$ cat src/rtl/gbx_pkg.sv
// Shared types and widths for the two-master GBX arbiter.
// Request and response bundles are grouped into structs so the arbiter can mux whole bundles.
package gbx_pkg;

    localparam int ADDR_W = 32;
    localparam int DATA_W = 32;
    localparam int ID_W   = 16;
    localparam int LEN_W  = 4;
    localparam int SIZE_W = 2;

    typedef enum logic [1:0] {
        ST_IDLE  = 2'd0,
        ST_ADDR  = 2'd1,
        ST_WDATA = 2'd2,
        ST_RSP   = 2'd3
    } state_e;

    typedef struct packed {
        logic              valid;
        logic              write;
        logic [ADDR_W-1:0] addr;
        logic [LEN_W-1:0]  len;
        logic [ID_W-1:0]   id;
        logic              dvalid;
        logic [DATA_W-1:0] data;
        logic [SIZE_W-1:0] size;
        logic              dlast;
    } gbx_req_t;

    typedef struct packed {
        logic              valid;
        logic [DATA_W-1:0] data;
        logic              werr;
        logic              rerr;
        logic              last;
        logic [ID_W-1:0]   id;
    } gbx_rsp_t;

    // Beat counter increment that holds at all-ones instead of wrapping.
    function automatic logic [LEN_W-1:0] sat_inc(input logic [LEN_W-1:0] v);
        return (&v) ? v : v + LEN_W'(1);
    endfunction

endpackage

$ cat src/rtl/gbx_rr_pick2.sv
// Two-way round-robin pick: a lone requester wins, on contention the master not granted last wins.
module gbx_rr_pick2 (
    input  logic [1:0] req,
    input  logic       last,
    output logic       winner
);

    always_comb begin
        // NOTE: every always_comb output gets a default first so no path can infer a latch.
        winner = 1'b0;
        case (req)
            2'b01:   winner = 1'b0;
            2'b10:   winner = 1'b1;
            2'b11:   winner = ~last;
            default: winner = 1'b0;
        endcase
    end

endmodule

$ cat src/rtl/gbx_arbiter2.sv
// Two-master to one-target GBX arbiter, one transaction outstanding at a time.
// Tracks write beat counts and aborts responses that never arrive.
module gbx_arbiter2
    import gbx_pkg::*;
#(
    parameter int unsigned RSP_TIMEOUT = 1024,
    parameter int          LEN_CHECK   = 1
) (
    input  logic              clk,
    input  logic              reset_n,

    input  logic              m0_greqvalid,
    input  logic              m0_greqwrite,
    input  logic [ADDR_W-1:0] m0_greqaddr,
    input  logic [LEN_W-1:0]  m0_greqlen,
    input  logic [ID_W-1:0]   m0_greqid,
    input  logic              m0_greqdvalid,
    input  logic [DATA_W-1:0] m0_greqdata,
    input  logic [SIZE_W-1:0] m0_greqsize,
    input  logic              m0_greqdlast,
    output logic              m0_greqready,
    output logic              m0_grspvalid,
    output logic [DATA_W-1:0] m0_grspdata,
    output logic              m0_grspwerr,
    output logic              m0_grsprerr,
    output logic              m0_grsplast,
    output logic [ID_W-1:0]   m0_grspid,
    input  logic              m0_grspready,

    input  logic              m1_greqvalid,
    input  logic              m1_greqwrite,
    input  logic [ADDR_W-1:0] m1_greqaddr,
    input  logic [LEN_W-1:0]  m1_greqlen,
    input  logic [ID_W-1:0]   m1_greqid,
    input  logic              m1_greqdvalid,
    input  logic [DATA_W-1:0] m1_greqdata,
    input  logic [SIZE_W-1:0] m1_greqsize,
    input  logic              m1_greqdlast,
    output logic              m1_greqready,
    output logic              m1_grspvalid,
    output logic [DATA_W-1:0] m1_grspdata,
    output logic              m1_grspwerr,
    output logic              m1_grsprerr,
    output logic              m1_grsplast,
    output logic [ID_W-1:0]   m1_grspid,
    input  logic              m1_grspready,

    output logic              s_greqvalid,
    output logic              s_greqwrite,
    output logic [ADDR_W-1:0] s_greqaddr,
    output logic [LEN_W-1:0]  s_greqlen,
    output logic [ID_W-1:0]   s_greqid,
    output logic              s_greqdvalid,
    output logic [DATA_W-1:0] s_greqdata,
    output logic [SIZE_W-1:0] s_greqsize,
    output logic              s_greqdlast,
    input  logic              s_greqready,
    input  logic              s_grspvalid,
    input  logic [DATA_W-1:0] s_grspdata,
    input  logic              s_grspwerr,
    input  logic              s_grsprerr,
    input  logic              s_grsplast,
    input  logic [ID_W-1:0]   s_grspid,
    output logic              s_grspready,

    output logic              grant,
    output logic              busy,
    output logic              err_len,
    output logic              err_tmo
);

    localparam logic [15:0] TMO_LAST = 16'(RSP_TIMEOUT - 1);

    gbx_req_t    m_req [2];
    gbx_req_t    sel_req;
    gbx_rsp_t    s_rsp;
    logic [1:0]  m_req_valid;
    logic [1:0]  m_rspready;
    logic        pick;

    state_e      state_q, state_d;
    logic        grant_q, grant_d;
    logic        last_q, last_d;
    logic        wr_q, wr_d;
    logic [LEN_W-1:0] len_q, len_d;
    logic [LEN_W-1:0] beat_q, beat_d;
    logic [15:0] tmo_q, tmo_d;
    logic        err_len_q, err_len_d;
    logic        err_tmo_q, err_tmo_d;
    logic        rsp_sink_q, rsp_sink_d;

    gbx_req_t    s_req_o;
    gbx_rsp_t    m_rsp_o [2];
    logic [1:0]  m_greqready_o;
    logic        s_grspready_o;
    logic        rsp_hs;

    assign m_req[0] = '{valid: m0_greqvalid, write: m0_greqwrite, addr: m0_greqaddr,
                        len: m0_greqlen, id: m0_greqid, dvalid: m0_greqdvalid,
                        data: m0_greqdata, size: m0_greqsize, dlast: m0_greqdlast};
    assign m_req[1] = '{valid: m1_greqvalid, write: m1_greqwrite, addr: m1_greqaddr,
                        len: m1_greqlen, id: m1_greqid, dvalid: m1_greqdvalid,
                        data: m1_greqdata, size: m1_greqsize, dlast: m1_greqdlast};
    assign s_rsp    = '{valid: s_grspvalid, data: s_grspdata, werr: s_grspwerr,
                        rerr: s_grsprerr, last: s_grsplast, id: s_grspid};

    assign m_req_valid = {m1_greqvalid, m0_greqvalid};
    assign m_rspready  = {m1_grspready, m0_grspready};
    assign sel_req     = m_req[grant_q];
    assign rsp_hs      = s_grspvalid & s_grspready_o;

    gbx_rr_pick2 u_pick (
        .req    (m_req_valid),
        .last   (last_q),
        .winner (pick)
    );

    always_comb begin
        state_d    = state_q;
        grant_d    = grant_q;
        last_d     = last_q;
        wr_d       = wr_q;
        len_d      = len_q;
        beat_d     = beat_q;
        tmo_d      = tmo_q;
        err_len_d  = err_len_q;
        err_tmo_d  = err_tmo_q;
        rsp_sink_d = 1'b1;

        case (state_q)
            ST_IDLE: begin
                if (|m_req_valid) begin
                    grant_d = pick;
                    state_d = ST_ADDR;
                end
            end
            ST_ADDR: begin
                if (sel_req.valid && s_greqready) begin
                    wr_d    = sel_req.write;
                    len_d   = sel_req.len;
                    beat_d  = '0;
                    tmo_d   = '0;
                    state_d = sel_req.write ? ST_WDATA : ST_RSP;
                end
            end
            ST_WDATA: begin
                if (sel_req.dvalid && s_greqready) begin
                    beat_d = sat_inc(beat_q);
                    if (sel_req.dlast) begin
                        // count+1 != len+1 reduces to comparing the pre-increment count with len
                        if ((LEN_CHECK != 0) && wr_q && (beat_q != len_q)) begin
                            err_len_d = 1'b1;
                        end
                        tmo_d   = '0;
                        state_d = ST_RSP;
                    end
                end
            end
            ST_RSP: begin
                if (rsp_hs) begin
                    tmo_d = '0;
                    if (s_grsplast) begin
                        last_d  = grant_q;
                        state_d = ST_IDLE;
                    end
                end else if (tmo_q == TMO_LAST) begin
                    err_tmo_d = 1'b1;
                    last_d    = grant_q;
                    tmo_d     = '0;
                    state_d   = ST_IDLE;
                end else begin
                    tmo_d = tmo_q + 16'd1;
                end
            end
            default: state_d = ST_IDLE;
        endcase
    end

    // Forwarding muxes depend only on state and the selected master, never on s_grsp* for m*_greq*.
    always_comb begin
        s_req_o       = '0;
        m_rsp_o[0]    = '0;
        m_rsp_o[1]    = '0;
        m_greqready_o = 2'b00;
        s_grspready_o = 1'b0;

        case (state_q)
            ST_IDLE: begin
                s_grspready_o = rsp_sink_q;
            end
            ST_ADDR: begin
                s_req_o = sel_req;
                if (grant_q) m_greqready_o[1] = s_greqready;
                else         m_greqready_o[0] = s_greqready;
            end
            ST_WDATA: begin
                s_req_o.dvalid = sel_req.dvalid;
                s_req_o.data   = sel_req.data;
                s_req_o.dlast  = sel_req.dlast;
                if (grant_q) m_greqready_o[1] = s_greqready;
                else         m_greqready_o[0] = s_greqready;
            end
            ST_RSP: begin
                if (grant_q) m_rsp_o[1] = s_rsp;
                else         m_rsp_o[0] = s_rsp;
                s_grspready_o = m_rspready[grant_q];
            end
            default: ;
        endcase
    end

    always_ff @(posedge clk or negedge reset_n) begin
        if (!reset_n) begin
            state_q    <= ST_IDLE;
            grant_q    <= 1'b0;
            last_q     <= 1'b1;
            wr_q       <= 1'b0;
            len_q      <= '0;
            beat_q     <= '0;
            tmo_q      <= '0;
            err_len_q  <= 1'b0;
            err_tmo_q  <= 1'b0;
            // Keeps s_grspready low while reset is held even though IDLE normally sinks responses.
            rsp_sink_q <= 1'b0;
        end else begin
            // NOTE: state updates use non-blocking assignments so every flop samples pre-edge values.
            state_q    <= state_d;
            grant_q    <= grant_d;
            last_q     <= last_d;
            wr_q       <= wr_d;
            len_q      <= len_d;
            beat_q     <= beat_d;
            tmo_q      <= tmo_d;
            err_len_q  <= err_len_d;
            err_tmo_q  <= err_tmo_d;
            rsp_sink_q <= rsp_sink_d;
        end
    end

    assign s_greqvalid  = s_req_o.valid;
    assign s_greqwrite  = s_req_o.write;
    assign s_greqaddr   = s_req_o.addr;
    assign s_greqlen    = s_req_o.len;
    assign s_greqid     = s_req_o.id;
    assign s_greqdvalid = s_req_o.dvalid;
    assign s_greqdata   = s_req_o.data;
    assign s_greqsize   = s_req_o.size;
    assign s_greqdlast  = s_req_o.dlast;
    assign s_grspready  = s_grspready_o;

    assign m0_greqready = m_greqready_o[0];
    assign m0_grspvalid = m_rsp_o[0].valid;
    assign m0_grspdata  = m_rsp_o[0].data;
    assign m0_grspwerr  = m_rsp_o[0].werr;
    assign m0_grsprerr  = m_rsp_o[0].rerr;
    assign m0_grsplast  = m_rsp_o[0].last;
    assign m0_grspid    = m_rsp_o[0].id;

    assign m1_greqready = m_greqready_o[1];
    assign m1_grspvalid = m_rsp_o[1].valid;
    assign m1_grspdata  = m_rsp_o[1].data;
    assign m1_grspwerr  = m_rsp_o[1].werr;
    assign m1_grsprerr  = m_rsp_o[1].rerr;
    assign m1_grsplast  = m_rsp_o[1].last;
    assign m1_grspid    = m_rsp_o[1].id;

    assign grant   = grant_q;
    assign busy    = (state_q != ST_IDLE);
    assign err_len = err_len_q;
    assign err_tmo = err_tmo_q;

endmodule

$ cat config.mk
export PLATFORM = sky130hd
export DESIGN_NAME = gbx_arbiter2
export DESIGN_NICKNAME = d
export VERILOG_FILES = /design/src/rtl/gbx_pkg.sv /design/src/rtl/gbx_rr_pick2.sv /design/src/rtl/gbx_arbiter2.sv
export SDC_FILE = /design/constraint.sdc
export NUM_CORES = 1
export LEC_CHECK = 0
export CAP_MARGIN = 40
export CELL_PAD_IN_SITES_DETAIL_PLACEMENT = 1
export CELL_PAD_IN_SITES_GLOBAL_PLACEMENT = 2
export CORE_ASPECT_RATIO = 0.9
export CORE_MARGIN = 2
export CORE_UTILIZATION = 13
export DETAILED_ROUTE_END_ITERATION = 8
export PLACE_DENSITY_LB_ADDON = 0.1
export RECOVER_POWER = 100
export REMOVE_ABC_BUFFERS = 1
export SYNTH_ARGS = -nofsm -noshare
export SYNTH_HDL_FRONTEND = slang
export SYNTH_HIERARCHICAL = 1
export SYNTH_SLANG_ARGS = --single-unit
export TNS_END_PERCENT = 5
$ cat constraint.sdc
create_clock -name clk -period 2.9 [get_ports clk]
set_clock_uncertainty 0.2 [all_clocks]
set_input_delay 0.435 -clock clk [delete_from_list [all_inputs] [get_ports clk]]
set_output_delay 0.435 -clock clk [all_outputs]
set_load 0.05 [all_outputs]
==> impl_metrics.prom, run 1 <==
# TYPE chip_impl_metric gauge
chip_impl_info{name="outcome",value="complete, no violations"} 1
chip_impl_metric{name="arrival",unit="ns"} 2.08
chip_impl_metric{name="postCtsSetupBuffers",unit=""} 0
chip_impl_info{name="cp_slowest_cell",value="sky130_fd_sc_hd__clkbuf_1"} 1
chip_impl_info{name="cts_tree",value="built"} 1
chip_impl_metric{name="vdd.ir_drop.worst",unit="V"} 0.000387
chip_impl_metric{name="cts-htree-levels",unit=""} 2
chip_impl_metric{name="grt_antenna_before_repair",unit=""} 6
chip_impl_metric{name="grt_first_pass_wirelength",unit="um"} 40700
chip_impl_metric{name="detailed_place_hpwl",unit="um"} 24200
chip_impl_metric{name="slowest_stage_delay_cp",unit="ns"} 0.50
chip_impl_metric{name="timing.final.hold_violations",unit=""} 0
chip_impl_metric{name="area.growth.synth_to_final",unit="%"} 130
chip_impl_metric{name="setup-violations-final",unit=""} 0
chip_impl_metric{name="final.min_clock_period",unit="ns"} 2.72
chip_impl_metric{name="finalSetupTns",unit="ns"} 0
chip_impl_metric{name="clk_pin_slew",unit="ns"} 0.05
chip_impl_info{name="ys_dominant_reg_cell",value="sky130_fd_sc_hd__dfrtp_1"} 1
chip_impl_metric{name="synth.yosys.warnings",unit=""} 6
chip_impl_metric{name="post_placement_cell_area",unit="sq mm"} 0.0106
chip_impl_metric{name="routabilityCongestion",unit=""} 0.785
chip_impl_metric{name="worst_slew_margin_rel",unit="%"} 54.6
chip_impl_metric{name="synthCells",unit=""} 520
chip_impl_metric{name="synth_edf_count",unit=""} 0
chip_impl_info{name="most_utilized_layer_in_the_global_route_result",value="met2"} 1
chip_impl_metric{name="area_of_the_multi_input_gates",unit="sq mm"} 0.00303
chip_impl_metric{name="fin_crit_sh",unit="%"} 93.7
chip_impl_metric{name="aggregate_routed_wire_length",unit="um"} 28500
chip_impl_info{name="cts_root_buf",value="sky130_fd_sc_hd__clkbuf_16"} 1
chip_impl_metric{name="drive_above_1_share",unit="%"} 18.3
chip_impl_info{name="worstHoldPathType",value="register to register"} 1
chip_impl_metric{name="path_max_fanout",unit=""} 57
chip_impl_metric{name="place.port_buffers",unit=""} 437
chip_impl_metric{name="cp.required",unit="ns"} 2.27
chip_impl_metric{name="postSynthRegisterBits",unit=""} 32
chip_impl_info{name="worst_setup_path_end_kind",value="output pin"} 1
chip_impl_metric{name="global_route.overflow_total",unit=""} 0
chip_impl_metric{name="groute.layer.met1.usage",unit="%"} 17.3
chip_impl_metric{name="fillerInstances",unit=""} 3562
chip_impl_metric{name="r2r.worst_path.cells",unit=""} 8
chip_impl_metric{name="holdBufCountCts",unit=""} 1
chip_impl_info{name="ys_top_cells_by_count",value="sky130_fd_sc_hd__mux2i_1, sky130_fd_sc_hd__nor2_1, sky130_fd_sc_hd__and3_1, sky130_fd_sc_hd__and2_1, sky130_fd_sc_hd__nor2b_1"} 1
chip_impl_metric{name="drt_iter0_drc",unit=""} 197
chip_impl_metric{name="synth_largest_type_area_fraction",unit="%"} 22.5
chip_impl_metric{name="clock_tree.buffer_depth",unit=""} 2
chip_impl_metric{name="grt_util_met2",unit="%"} 32.9
chip_impl_metric{name="cts_repair_resize_count",unit=""} 0
chip_impl_metric{name="grt_util_met3",unit="%"} 5.06
chip_impl_metric{name="internal_power",unit="mW"} 3.60
chip_impl_metric{name="placementRows",unit=""} 61
chip_impl_metric{name="hold-path-cell-count",unit=""} 1
chip_impl_metric{name="power",unit="mW"} 9.69
chip_impl_metric{name="top_level_i_o_count",unit=""} 438
chip_impl_metric{name="cap_violations",unit=""} 0
chip_impl_metric{name="combined_area_of_all_synthesized_cells",unit="sq mm"} 0.00405
chip_impl_info{name="largest_area_contributor_in_the_synthesized_netlist",value="sky130_fd_sc_hd__mux2i_1"} 1
chip_impl_info{name="path_class",value="register to output pin"} 1
chip_impl_metric{name="fin_util",unit="%"} 30.2
chip_impl_info{name="crit_path_start_kind",value="register"} 1
chip_impl_metric{name="power.share.switching",unit="%"} 62.8
chip_impl_metric{name="detailroute.via_count",unit=""} 5580
chip_impl_metric{name="chipWidth",unit="um"} 190
chip_impl_metric{name="pwr-share-seq",unit="%"} 6.6
chip_impl_metric{name="dp_worst_setup_slack",unit="ns"} 0.323
chip_impl_metric{name="p_leak",unit="nW"} 4.84
chip_impl_metric{name="via_count_of_the_first_global_routing_pass",unit=""} 5913
chip_impl_metric{name="ys_types",unit=""} 55
chip_impl_metric{name="slew_viol_final",unit=""} 0
chip_impl_metric{name="postRouteAntennaNets",unit=""} 0
chip_impl_metric{name="drc_errors",unit=""} 0
chip_impl_info{name="synth_top_cells_by_area",value="sky130_fd_sc_hd__mux2i_1, sky130_fd_sc_hd__dfrtp_1, sky130_fd_sc_hd__and3_1"} 1
chip_impl_metric{name="die-height",unit="um"} 172
chip_impl_metric{name="fp.dieArea",unit="sq mm"} 0.0326
chip_impl_info{name="rsz0062_at_grt",value="no"} 1
chip_impl_metric{name="clkLatencyLatePin",unit="ns"} 0.27
chip_impl_metric{name="timing_worst_slew_pin_value",unit="ns"} 0.678
chip_impl_metric{name="final_instance_area",unit="sq mm"} 0.00930
chip_impl_metric{name="floorplan.initialDensity",unit="%"} 13.2
chip_impl_metric{name="fp.coreArea",unit="sq mm"} 0.0308
chip_impl_metric{name="number_of_clock_sinks_seen_by_cts",unit=""} 32
chip_impl_metric{name="power_frac_comb",unit="%"} 88.0
chip_impl_metric{name="power_density",unit="mW/mm^2"} 1040
chip_impl_metric{name="routed_wire_length_per_instance",unit="um"} 21.0
chip_impl_metric{name="max_freq",unit="MHz"} 368
chip_impl_metric{name="routed_via_density",unit=""} 4.11
chip_impl_info{name="critical_path.cell_chain",value="inv_1, ha_1, inv_2, buf_12, nor2_1, clkbuf_1"} 1
chip_impl_metric{name="all_layer_gr_usage",unit="%"} 16.8
chip_impl_metric{name="ys_async_sr_fraction",unit="%"} 100
chip_impl_metric{name="cts_made_buffers",unit=""} 5
chip_impl_metric{name="final-seq-area",unit="sq um"} 806
chip_impl_metric{name="ys_seq_area_share",unit="%"} 19.8
chip_impl_metric{name="drt_pre_antenna_iters",unit=""} 4
chip_impl_metric{name="clock_power_share",unit="%"} 5.5
chip_impl_metric{name="fin_ws",unit="ns"} 0.183
chip_impl_metric{name="grt_max_degree",unit=""} 58
chip_impl_metric{name="num-nets-final",unit=""} 1186
chip_impl_info{name="post-synth-top-count-cell",value="sky130_fd_sc_hd__mux2i_1"} 1
chip_impl_metric{name="syn_area_per_cell",unit="sq um"} 7.79
chip_impl_metric{name="p_switching",unit="mW"} 6.09
-- per-stage QoR --
stage	cells	hold WS [ns]
4_1_cts	1352	0.293
5_1_grt	1359	0.310
6_report	1359	0.288
3_5_place_dp	1343	0.215
2_1_floorplan	478	-0.0606
3_3_place_gp	1341	0.286
-- worst max-delay path, delay by kind of cell (launching register included) --
family        cells  cell delay (ns)
buf+inv           4             0.90
flops             1             0.42
fa+ha+maj         1             0.28
simple gates      1             0.15
-- path summary, 6_finish.rpt --
check,from,to,slack [ns]
max reg2reg,state_q[0]$_DFFE_PN0P_,tmo_q[0]$_DFFE_PN0P_,0.44
min in group asynchronous,reset_n,tmo_q[3]$_DFFE_PN0P_,0.49
min,err_len$_DFFE_PN0P_,err_len$_DFFE_PN0P_,0.29
min reg2reg,err_len$_DFFE_PN0P_,err_len$_DFFE_PN0P_,0.29
max in group asynchronous,reset_n,last_q$_DFFE_PN1P_,1.75
max,state_q[1]$_DFFE_PN0P_,s_greqaddr[20],0.18
-- registers in the layout (all words and copies together) (netlist names), 2 cells and up --
name     count
beat_q       4
len_q        4
state_q      2
tmo_q       16
-- metal layers --
metal,up-vias,wire (um)
met4,0,719
met5,-,0
li1,2689,-
met1,2602,10500
met3,32,2290
met2,257,14900
-- power groups by stage --
stage / clock network (mW) / logic, mW / registers (mW)
floorplan: 0 / 5.07 / 0.858
global placement: 0 / 10.9 / 0.647
detailed placement: 0 / 10.9 / 0.648
CTS: 0.545 / 10.9 / 0.642
global route: 0.566 / 9.01 / 0.653
finish: 0.530 / 8.52 / 0.637
-- cells by family (layout without fill, tap and decap cells) --
group | after synthesis | after routing | synth area share, %
and+or+nand+nor | 271 | 271 | 36.7
muxes | 94 | 94 | 23.3
AOI/OAI and AO/OA | 62 | 62 | 11.5
buffers and inverters | 49 | 472 | 5.53
DFF | 32 | 32 | 19.8
adders and majority gates | 7 | 7 | 2.16
xor gates and xnor gates | 4 | 4 | 0.864
other | 1 | 8 | 0.0925
-- layout make-up --
class / count / area share, %
antenna: 7 / 0.188
clock buffer: 8 / 1.57
inverter: 7 / 0.282
multi-input combinational: 439 / 32.5
sequential: 32 / 8.66
tap: 409 / 5.50
timing repair buffer: 457 / 51.3
-- cells in the final DEF, fill, tap and decap left out, types with 2 or more instances in the layout --
cell type,count
sky130_fd_sc_hd__buf_4,13
sky130_fd_sc_hd__ha_1,7
sky130_fd_sc_hd__dlymetal6s2s_1,47
sky130_fd_sc_hd__xor2_1,4
sky130_fd_sc_hd__a22o_1,8
sky130_fd_sc_hd__a31o_2,2
sky130_fd_sc_hd__nand3_1,11
sky130_fd_sc_hd__and2_1,4
sky130_fd_sc_hd__and3_2,2
sky130_fd_sc_hd__a211oi_1,2
sky130_fd_sc_hd__diode_2,7
sky130_fd_sc_hd__dlygate4sd3_1,4
sky130_fd_sc_hd__clkdlybuf4s50_1,235
sky130_fd_sc_hd__a41o_1,2
sky130_fd_sc_hd__a32o_1,5
sky130_fd_sc_hd__inv_1,6
sky130_fd_sc_hd__and3_1,57
sky130_fd_sc_hd__clkbuf_16,5
sky130_fd_sc_hd__clkbuf_2,75
sky130_fd_sc_hd__clkbuf_1,22
sky130_fd_sc_hd__dfrtp_1,30
sky130_fd_sc_hd__a21oi_1,2
sky130_fd_sc_hd__o211ai_1,3
sky130_fd_sc_hd__a221o_1,3
sky130_fd_sc_hd__buf_12,61
sky130_fd_sc_hd__nand4_1,4
sky130_fd_sc_hd__and4_2,2
sky130_fd_sc_hd__nor2b_1,38
sky130_fd_sc_hd__mux2i_1,91
sky130_fd_sc_hd__o21ai_0,19
sky130_fd_sc_hd__nor3_1,5
sky130_fd_sc_hd__nand2_1,19
sky130_fd_sc_hd__nor2_1,71
sky130_fd_sc_hd__nor4_1,2
sky130_fd_sc_hd__and2_0,49
sky130_fd_sc_hd__mux2_1,2
sky130_fd_sc_hd__o31ai_1,4
(Power assumes the default switching activity.)
==> run 2, diff against run 1 <==
CORE_MARGIN = not set   (was 2)
==> run 2 against run 1 <==
Net effect: critical path type unchanged; combinational power is 4.2% higher; largest cell class unchanged; largest power group unchanged; worst setup slack worse by 0.047 ns; maximum frequency is 1.7% lower.
==> impl_metrics.prom, run 2 (synthesis gave the netlist of run 1 again) <==
# TYPE chip_impl_metric gauge
chip_impl_metric{name="timing_worst_slew_pin_value",unit="ns"} 0.878
chip_impl_info{name="critical_path.cell_chain",value="buf_12, buf_4, mux2i_1, nor2b_1, buf_12"} 1
chip_impl_metric{name="aggregate_routed_wire_length",unit="um"} 32000
chip_impl_metric{name="placementRows",unit=""} 60
chip_impl_metric{name="via_count_of_the_first_global_routing_pass",unit=""} 5940
chip_impl_info{name="rsz0062_at_grt",value="no"} 1
chip_impl_metric{name="slowest_stage_delay_cp",unit="ns"} 0.55
chip_impl_metric{name="timing.final.hold_violations",unit=""} 0
chip_impl_metric{name="worst-path-buf-inv",unit=""} 3
chip_impl_metric{name="detailed_place_hpwl",unit="um"} 27600
chip_impl_metric{name="largest_reg_flops",unit=""} 16
chip_impl_metric{name="global_route.overflow_total",unit=""} 0
chip_impl_metric{name="grt_antenna_before_repair",unit=""} 9
chip_impl_metric{name="grt_max_degree",unit=""} 52
chip_impl_metric{name="num-nets-final",unit=""} 1187
chip_impl_metric{name="die-height",unit="um"} 170
chip_impl_info{name="commonest_cells_after_routing_fill_and_taps_aside",value="sky130_fd_sc_hd__clkdlybuf4s50_1, sky130_fd_sc_hd__clkbuf_2, sky130_fd_sc_hd__mux2i_1"} 1
chip_impl_metric{name="drc_errors",unit=""} 0
chip_impl_metric{name="path_max_fanout",unit=""} 46
chip_impl_info{name="layout.cells.most_common",value="sky130_fd_sc_hd__clkdlybuf4s50_1"} 1
chip_impl_metric{name="routabilityCongestion",unit=""} 0.848
chip_impl_info{name="cts_tree",value="built"} 1
chip_impl_metric{name="routed_via_density",unit=""} 4.16
chip_impl_metric{name="holdBufCountCts",unit=""} 0
chip_impl_info{name="cts_root_buf",value="sky130_fd_sc_hd__clkbuf_16"} 1
chip_impl_metric{name="fin_util",unit="%"} 30.3
chip_impl_metric{name="fp.dieArea",unit="sq mm"} 0.0319
chip_impl_info{name="max_flop_register",value="tmo_q"} 1
chip_impl_metric{name="detailroute.via_count",unit=""} 5649
chip_impl_metric{name="detailroute.wirelength.met3",unit="um"} 2200
chip_impl_metric{name="top_level_i_o_count",unit=""} 438
chip_impl_metric{name="all_layer_gr_usage",unit="%"} 19.4
chip_impl_metric{name="clk_pin_slew",unit="ns"} 0.06
chip_impl_metric{name="drt_iter0_drc",unit=""} 171
chip_impl_metric{name="max_freq",unit="MHz"} 362
chip_impl_metric{name="cap_violations",unit=""} 0
chip_impl_metric{name="vdd.ir_drop.worst",unit="V"} 0.000409
chip_impl_metric{name="drt_pre_antenna_iters",unit=""} 4
chip_impl_metric{name="fin_crit_sh",unit="%"} 95.3
chip_impl_info{name="crit_path_start_kind",value="register"} 1
chip_impl_metric{name="cts_made_buffers",unit=""} 5
chip_impl_metric{name="grt_first_pass_wirelength",unit="um"} 44400
chip_impl_metric{name="routedLengthMet1",unit="um"} 11900
chip_impl_metric{name="floorplan.initialDensity",unit="%"} 13.4
chip_impl_info{name="critical_path.top_delay_family",value="buffers and inverters"} 1
chip_impl_metric{name="slew_viol_final",unit=""} 0
chip_impl_metric{name="area.growth.synth_to_final",unit="%"} 126
chip_impl_info{name="path_class",value="register to output pin"} 1
chip_impl_metric{name="number_of_clock_sinks_seen_by_cts",unit=""} 32
chip_impl_info{name="worst_setup_path_end_kind",value="output pin"} 1
chip_impl_metric{name="p_leak",unit="nW"} 4.32
chip_impl_metric{name="postRouteAntennaNets",unit=""} 0
chip_impl_metric{name="routed_wire_length_per_instance",unit="um"} 23.6
chip_impl_metric{name="clock_tree.buffer_depth",unit=""} 2
chip_impl_metric{name="power_density",unit="mW/mm^2"} 1100
chip_impl_info{name="top_signal_layer_used",value="met4"} 1
chip_impl_metric{name="chipWidth",unit="um"} 188
chip_impl_info{name="cp_slowest_cell",value="sky130_fd_sc_hd__dfrtp_4"} 1
chip_impl_metric{name="cts-htree-levels",unit=""} 2
chip_impl_metric{name="drive_above_1_share",unit="%"} 22.7
chip_impl_metric{name="cp.required",unit="ns"} 2.27
chip_impl_metric{name="clkLatencyLatePin",unit="ns"} 0.28
chip_impl_metric{name="final.min_clock_period",unit="ns"} 2.76
chip_impl_metric{name="arrival",unit="ns"} 2.13
chip_impl_metric{name="place.port_buffers",unit=""} 437
chip_impl_info{name="worstHoldPathType",value="register to register"} 1
chip_impl_info{name="worst_path_most_repeated_cell",value="sky130_fd_sc_hd__buf_12"} 1
chip_impl_metric{name="holdWs",unit="ns"} 0.290
chip_impl_metric{name="fp.coreArea",unit="sq mm"} 0.0303
chip_impl_info{name="top_regs",value="tmo_q (16), beat_q (4), len_q (4)"} 1
chip_impl_metric{name="met2_wirelength_from_detailed_routing",unit="um"} 17400
chip_impl_info{name="outcome",value="complete, no violations"} 1
chip_impl_metric{name="worst_slew_margin_rel",unit="%"} 41.5
chip_impl_metric{name="setup-violations-final",unit=""} 0
[run 2: changes by cell type in the layout (fill, tap and decap cells not counted), moves of 2 or more]
cell                             previous run  this run
sky130_fd_sc_hd__clkbuf_4                   1         4
sky130_fd_sc_hd__buf_4                     13        15
sky130_fd_sc_hd__diode_2                    7        10
sky130_fd_sc_hd__clkbuf_1                  22        18
sky130_fd_sc_hd__clkbuf_2                  75        96
sky130_fd_sc_hd__buf_2                      0         7
sky130_fd_sc_hd__dlymetal6s2s_1            47        11
sky130_fd_sc_hd__buf_12                    61        68
[run 2: worst paths after layout]
path                                     start                   end  slack (ns)  depth (start not counted)
max in group asynchronous              reset_n     grant$_DFFE_PN0P_        1.25                          2
hold / removal             err_len$_DFFE_PN0P_   err_len$_DFFE_PN0P_        0.29                          1
setup reg to reg             grant$_DFFE_PN0P_  tmo_q[3]$_DFFE_PN0P_        0.30                          6
min in group asynchronous              reset_n  tmo_q[6]$_DFFE_PN0P_        0.61                          2
hold reg to reg            err_len$_DFFE_PN0P_   err_len$_DFFE_PN0P_        0.29                          1
setup / recovery             grant$_DFFE_PN0P_         s_greqdata[0]        0.14                          5
[run 2: cell type report]
| type | instances | area [sq um] |
|---|---|---|
| Timing Repair Buffer | 458 | 4630 |
| Fill cell | 3562 | 21100 |
| Multi-Input combinational cell | 439 | 3030 |
| Antenna cell | 10 | 25.0 |
| Clock buffer | 8 | 156 |
| Inverter | 7 | 26.3 |
| Sequential cell | 32 | 806 |
| Tap cell | 403 | 504 |
[run 2: worst reg2reg max path, delay by kind of cell (launching register included)]
family                 cells  cell delay (ns)
AO/OA/AOI/OAI              2             0.46
buffers and inverters      1             0.30
flip-flops                 1             0.55
multiplexers               1             0.39
AND/OR/NAND/NOR            2             0.63
[run 2: report_power, final]
| part | switching, mW | internal (mW) | leakage (nW) | total [mW] |
|---|---|---|---|---|
| registers | 0.109 | 0.544 | 0.425 | 0.653 |
| clock network | 0.199 | 0.366 | 0.0772 | 0.565 |
| logic | 5.98 | 2.90 | 3.82 | 8.88 |
| total | 6.29 | 3.81 | 4.32 | 10.1 |
[run 2: repair_timing]
| item | 4_1_cts | 5_1_grt |
|---|---|---|
| gates resized for setup | 0 | 1 |
| buffers inserted | 0 | 0 |
| endpoints found under the setup margin | 0 | 20 |
[run 2: layer usage]
layer	up-vias	track usage, %
met4	0	5.73
li1	2690	-
met3	19	5.89
met2	206	37.3
met5	-	0
met1	2734	20.1
[run 2: per-stage QoR]
step                      cell area, sq um  total power [mW]  instances  worst slack [ns]  TNS [ns]
after global placement               10700              11.8       1338           -0.0544    -0.476
after CTS                            10900              12.4       1347            0.0693         0
after global routing                  9180              10.6       1356           0.00234         0
final                                 9180              10.1       1357             0.136         0
after detailed placement             10700              11.8       1339            0.0872         0
after floorplan                       3850              5.93        478             -3.98   -671.48
==> run 3, diff against run 2 <==
CORE_UTILIZATION = 14   (was 13)
TNS_END_PERCENT = not set   (was 5)
clock period = 3.6 ns   (was 2.9 ns; I/O delays follow)
==> run 3 against run 2 <==
Net effect: the run now ends with capacitance limit, slew limit left; die area fell by 7.1%; routed wire length fell by 16%; cell count fell by 3.6%; critical endpoint is now s_greqaddr[26]; worst hold slack got worse by 0.028 ns; design area barely moved; utilization rose by 2.2 points; combinational power fell by 24%; total power fell by 23%; largest cell class unchanged; critical path depth rose by 1; clock power fell by 21%; highest routed layer is now met5.
==> impl_metrics.prom, run 3 (synthesis gave the netlist of run 1 again) <==
# TYPE chip_impl_metric gauge
chip_impl_metric{name="timing_worst_slew_pin_value",unit="ns"} 1.90
chip_impl_info{name="cts_tree",value="built"} 1
chip_impl_metric{name="global_route.overflow_total",unit=""} 0
chip_impl_metric{name="fp.dieArea",unit="sq mm"} 0.0296
chip_impl_metric{name="area.growth.synth_to_final",unit="%"} 127
chip_impl_metric{name="aggregate_routed_wire_length",unit="um"} 27000
chip_impl_metric{name="slew_viol_final",unit=""} 33
chip_impl_metric{name="largest_reg_flops",unit=""} 16
chip_impl_metric{name="clkLatencyLatePin",unit="ns"} 0.27
chip_impl_info{name="path_class",value="register to output pin"} 1
chip_impl_info{name="worst_setup_path_end_kind",value="output pin"} 1
chip_impl_info{name="crit_path_start_kind",value="register"} 1
chip_impl_metric{name="cp.required",unit="ns"} 2.86
chip_impl_metric{name="clk_pin_slew",unit="ns"} 0.05
chip_impl_metric{name="worst_slew_margin_rel",unit="%"} -27.0
chip_impl_metric{name="internal_power",unit="mW"} 2.92
chip_impl_metric{name="floorplan.initialDensity",unit="%"} 14.4
chip_impl_metric{name="postRouteAntennaNets",unit=""} 0
chip_impl_metric{name="final.min_clock_period",unit="ns"} 3.39
chip_impl_info{name="cp_slowest_cell",value="sky130_fd_sc_hd__dlygate4sd3_1"} 1
chip_impl_metric{name="power",unit="mW"} 7.78
chip_impl_metric{name="finalSetupTns",unit="ns"} 0
chip_impl_metric{name="cts_made_buffers",unit=""} 5
chip_impl_metric{name="holdWs",unit="ns"} 0.262
chip_impl_metric{name="path_max_fanout",unit=""} 16
chip_impl_metric{name="clock_tree.buffer_depth",unit=""} 2
chip_impl_metric{name="placementRows",unit=""} 58
chip_impl_info{name="top_regs",value="tmo_q (16), beat_q (4), len_q (4)"} 1
chip_impl_metric{name="drive_above_1_share",unit="%"} 14.5
chip_impl_metric{name="placed_cells",unit=""} 1296
chip_impl_metric{name="via_count_of_the_first_global_routing_pass",unit=""} 5673
chip_impl_metric{name="fin_crit_sh",unit="%"} 94.3
chip_impl_metric{name="p_leak",unit="nW"} 4.15
chip_impl_metric{name="power.share.switching",unit="%"} 62.5
chip_impl_metric{name="holdBufCountCts",unit=""} 0
chip_impl_metric{name="setup-violations-final",unit=""} 0
chip_impl_metric{name="arrival",unit="ns"} 2.65
chip_impl_info{name="critical_path.cell_chain",value="inv_1, ha_1, inv_1, buf_4, nor2_1, dlygate4sd3_1"} 1
chip_impl_metric{name="post_placement_cell_area",unit="sq mm"} 0.00924
chip_impl_info{name="violations_in_the_final_reports",value="capacitance limit, slew limit"} 1
chip_impl_metric{name="cts_repair_resize_count",unit=""} 0
chip_impl_metric{name="timing.final.hold_violations",unit=""} 0
chip_impl_metric{name="max_freq",unit="MHz"} 295
chip_impl_info{name="outcome",value="complete, but fails checks"} 1
chip_impl_metric{name="power_density",unit="mW/mm^2"} 848
chip_impl_info{name="max_flop_register",value="tmo_q"} 1
chip_impl_info{name="worstHoldPathType",value="register to register"} 1
chip_impl_metric{name="grt_antenna_before_repair",unit=""} 5
chip_impl_metric{name="slowest_stage_delay_cp",unit="ns"} 0.88
chip_impl_metric{name="reg2reg_setup_slack",unit="ns"} 0.69
chip_impl_info{name="layout.cells.most_common",value="sky130_fd_sc_hd__clkdlybuf4s50_1"} 1
chip_impl_metric{name="top_level_i_o_count",unit=""} 438
chip_impl_metric{name="place.port_buffers",unit=""} 437
chip_impl_metric{name="routed_wire_length_per_instance",unit="um"} 20.7
chip_impl_metric{name="vdd.ir_drop.worst",unit="V"} 0.000332
chip_impl_metric{name="routabilityCongestion",unit=""} 0.843
chip_impl_info{name="cts_root_buf",value="sky130_fd_sc_hd__clkbuf_16"} 1
chip_impl_metric{name="number_of_clock_sinks_seen_by_cts",unit=""} 32
chip_impl_metric{name="detailed_place_hpwl",unit="um"} 23300
chip_impl_metric{name="final_instance_area",unit="sq mm"} 0.00918
chip_impl_info{name="commonest_cells_after_routing_fill_and_taps_aside",value="sky130_fd_sc_hd__clkdlybuf4s50_1, sky130_fd_sc_hd__mux2i_1, sky130_fd_sc_hd__nor2_1"} 1
chip_impl_metric{name="cts-htree-levels",unit=""} 2
chip_impl_metric{name="drt_pre_antenna_iters",unit=""} 6
chip_impl_metric{name="post_layout_nonfiller_instances",unit=""} 1308
chip_impl_metric{name="power_frac_comb",unit="%"} 86.6
chip_impl_metric{name="detailroute.via_count",unit=""} 5507
chip_impl_metric{name="drc_errors",unit=""} 0
chip_impl_info{name="worst_path_most_repeated_cell",value="sky130_fd_sc_hd__inv_1"} 1
chip_impl_metric{name="drt_iter0_drc",unit=""} 128
chip_impl_metric{name="fp.coreArea",unit="sq mm"} 0.0282
chip_impl_metric{name="die-height",unit="um"} 163
chip_impl_metric{name="routed_via_density",unit=""} 4.21
chip_impl_metric{name="grt_max_degree",unit=""} 61
chip_impl_metric{name="all_layer_gr_usage",unit="%"} 17.7
chip_impl_metric{name="num-nets-final",unit=""} 1187
chip_impl_metric{name="clock_power_share",unit="%"} 5.8
chip_impl_metric{name="pwr-share-seq",unit="%"} 7.6
chip_impl_metric{name="chipWidth",unit="um"} 181
chip_impl_metric{name="p_switching",unit="mW"} 4.86
chip_impl_metric{name="postCtsSetupBuffers",unit=""} 0
chip_impl_info{name="rsz0062_at_grt",value="no"} 1
chip_impl_metric{name="grt_first_pass_wirelength",unit="um"} 39000
chip_impl_metric{name="cap_violations",unit=""} 1
==> run 3: worst max-delay path, delay by kind of cell, from the launching register on <==
kind / cells / cell delay, ns
fa+ha+maj: 1 / 0.25
flops: 1 / 0.41
buf+inv: 4 / 1.60
simple gates: 1 / 0.11
==> run 3: path summary, 6_finish.rpt <==
| check | cells past startpoint | from | end |
|---|---|---|---|
| worst max-delay path | 6 | state_q[1]$_DFFE_PN0P_ | s_greqaddr[26] |
| worst min-delay path | 1 | err_tmo$_DFFE_PN0P_ | err_tmo$_DFFE_PN0P_ |
| worst max register to register | 6 | grant$_DFFE_PN0P_ | tmo_q[6]$_DFFE_PN0P_ |
| worst min register to register | 1 | err_tmo$_DFFE_PN0P_ | err_tmo$_DFFE_PN0P_ |
| max in group asynchronous | 2 | reset_n | grant$_DFFE_PN0P_ |
| min in group asynchronous | 2 | reset_n | tmo_q[7]$_DFFE_PN0P_ |
==> run 3: power groups by stage <==
stage	clock network [mW]	logic [mW]	registers (mW)
2_1_floorplan	0	4.33	0.741
3_5_place_dp	0	7.20	0.608
6_report	0.449	6.74	0.595
5_1_grt	0.473	7.09	0.618
4_1_cts	0.462	7.22	0.602
3_3_place_gp	0	7.23	0.607
==> run 3: per-stage QoR <==
| stage | util, % | worst slack [ns] |
|---|---|---|
| after floorplan | - | -3.38 |
| after global placement | 32.7 | 0.598 |
| after detailed placement | 32.7 | 0.568 |
| after CTS | 33.3 | 0.333 |
| after global routing | 32.5 | 0.0948 |
| final | 32.5 | 0.205 |
==> run 3: metal layers <==
| metal | routed length [um] | track usage, % | part of all wire (%) | vias up |
|---|---|---|---|---|
| met5 | 13 | 0 | 0.048 | - |
| li1 | - | - | - | 2686 |
| met4 | 257 | 3.16 | 0.95 | 2 |
| met1 | 10300 | 19.1 | 38 | 2563 |
| met3 | 2120 | 5.26 | 7.8 | 16 |
| met2 | 14400 | 34.1 | 53 | 240 |
==> run 3: cell type report <==
cell class                 instances  area (sq um)
clock buffer                       8           156
multi-input combinational        439          3030
fill                            3288         19000
tap                              360           450
antenna                            4          10.0
inverter                           7          26.3
sequential                        32           806
timing repair buffer             458          4700
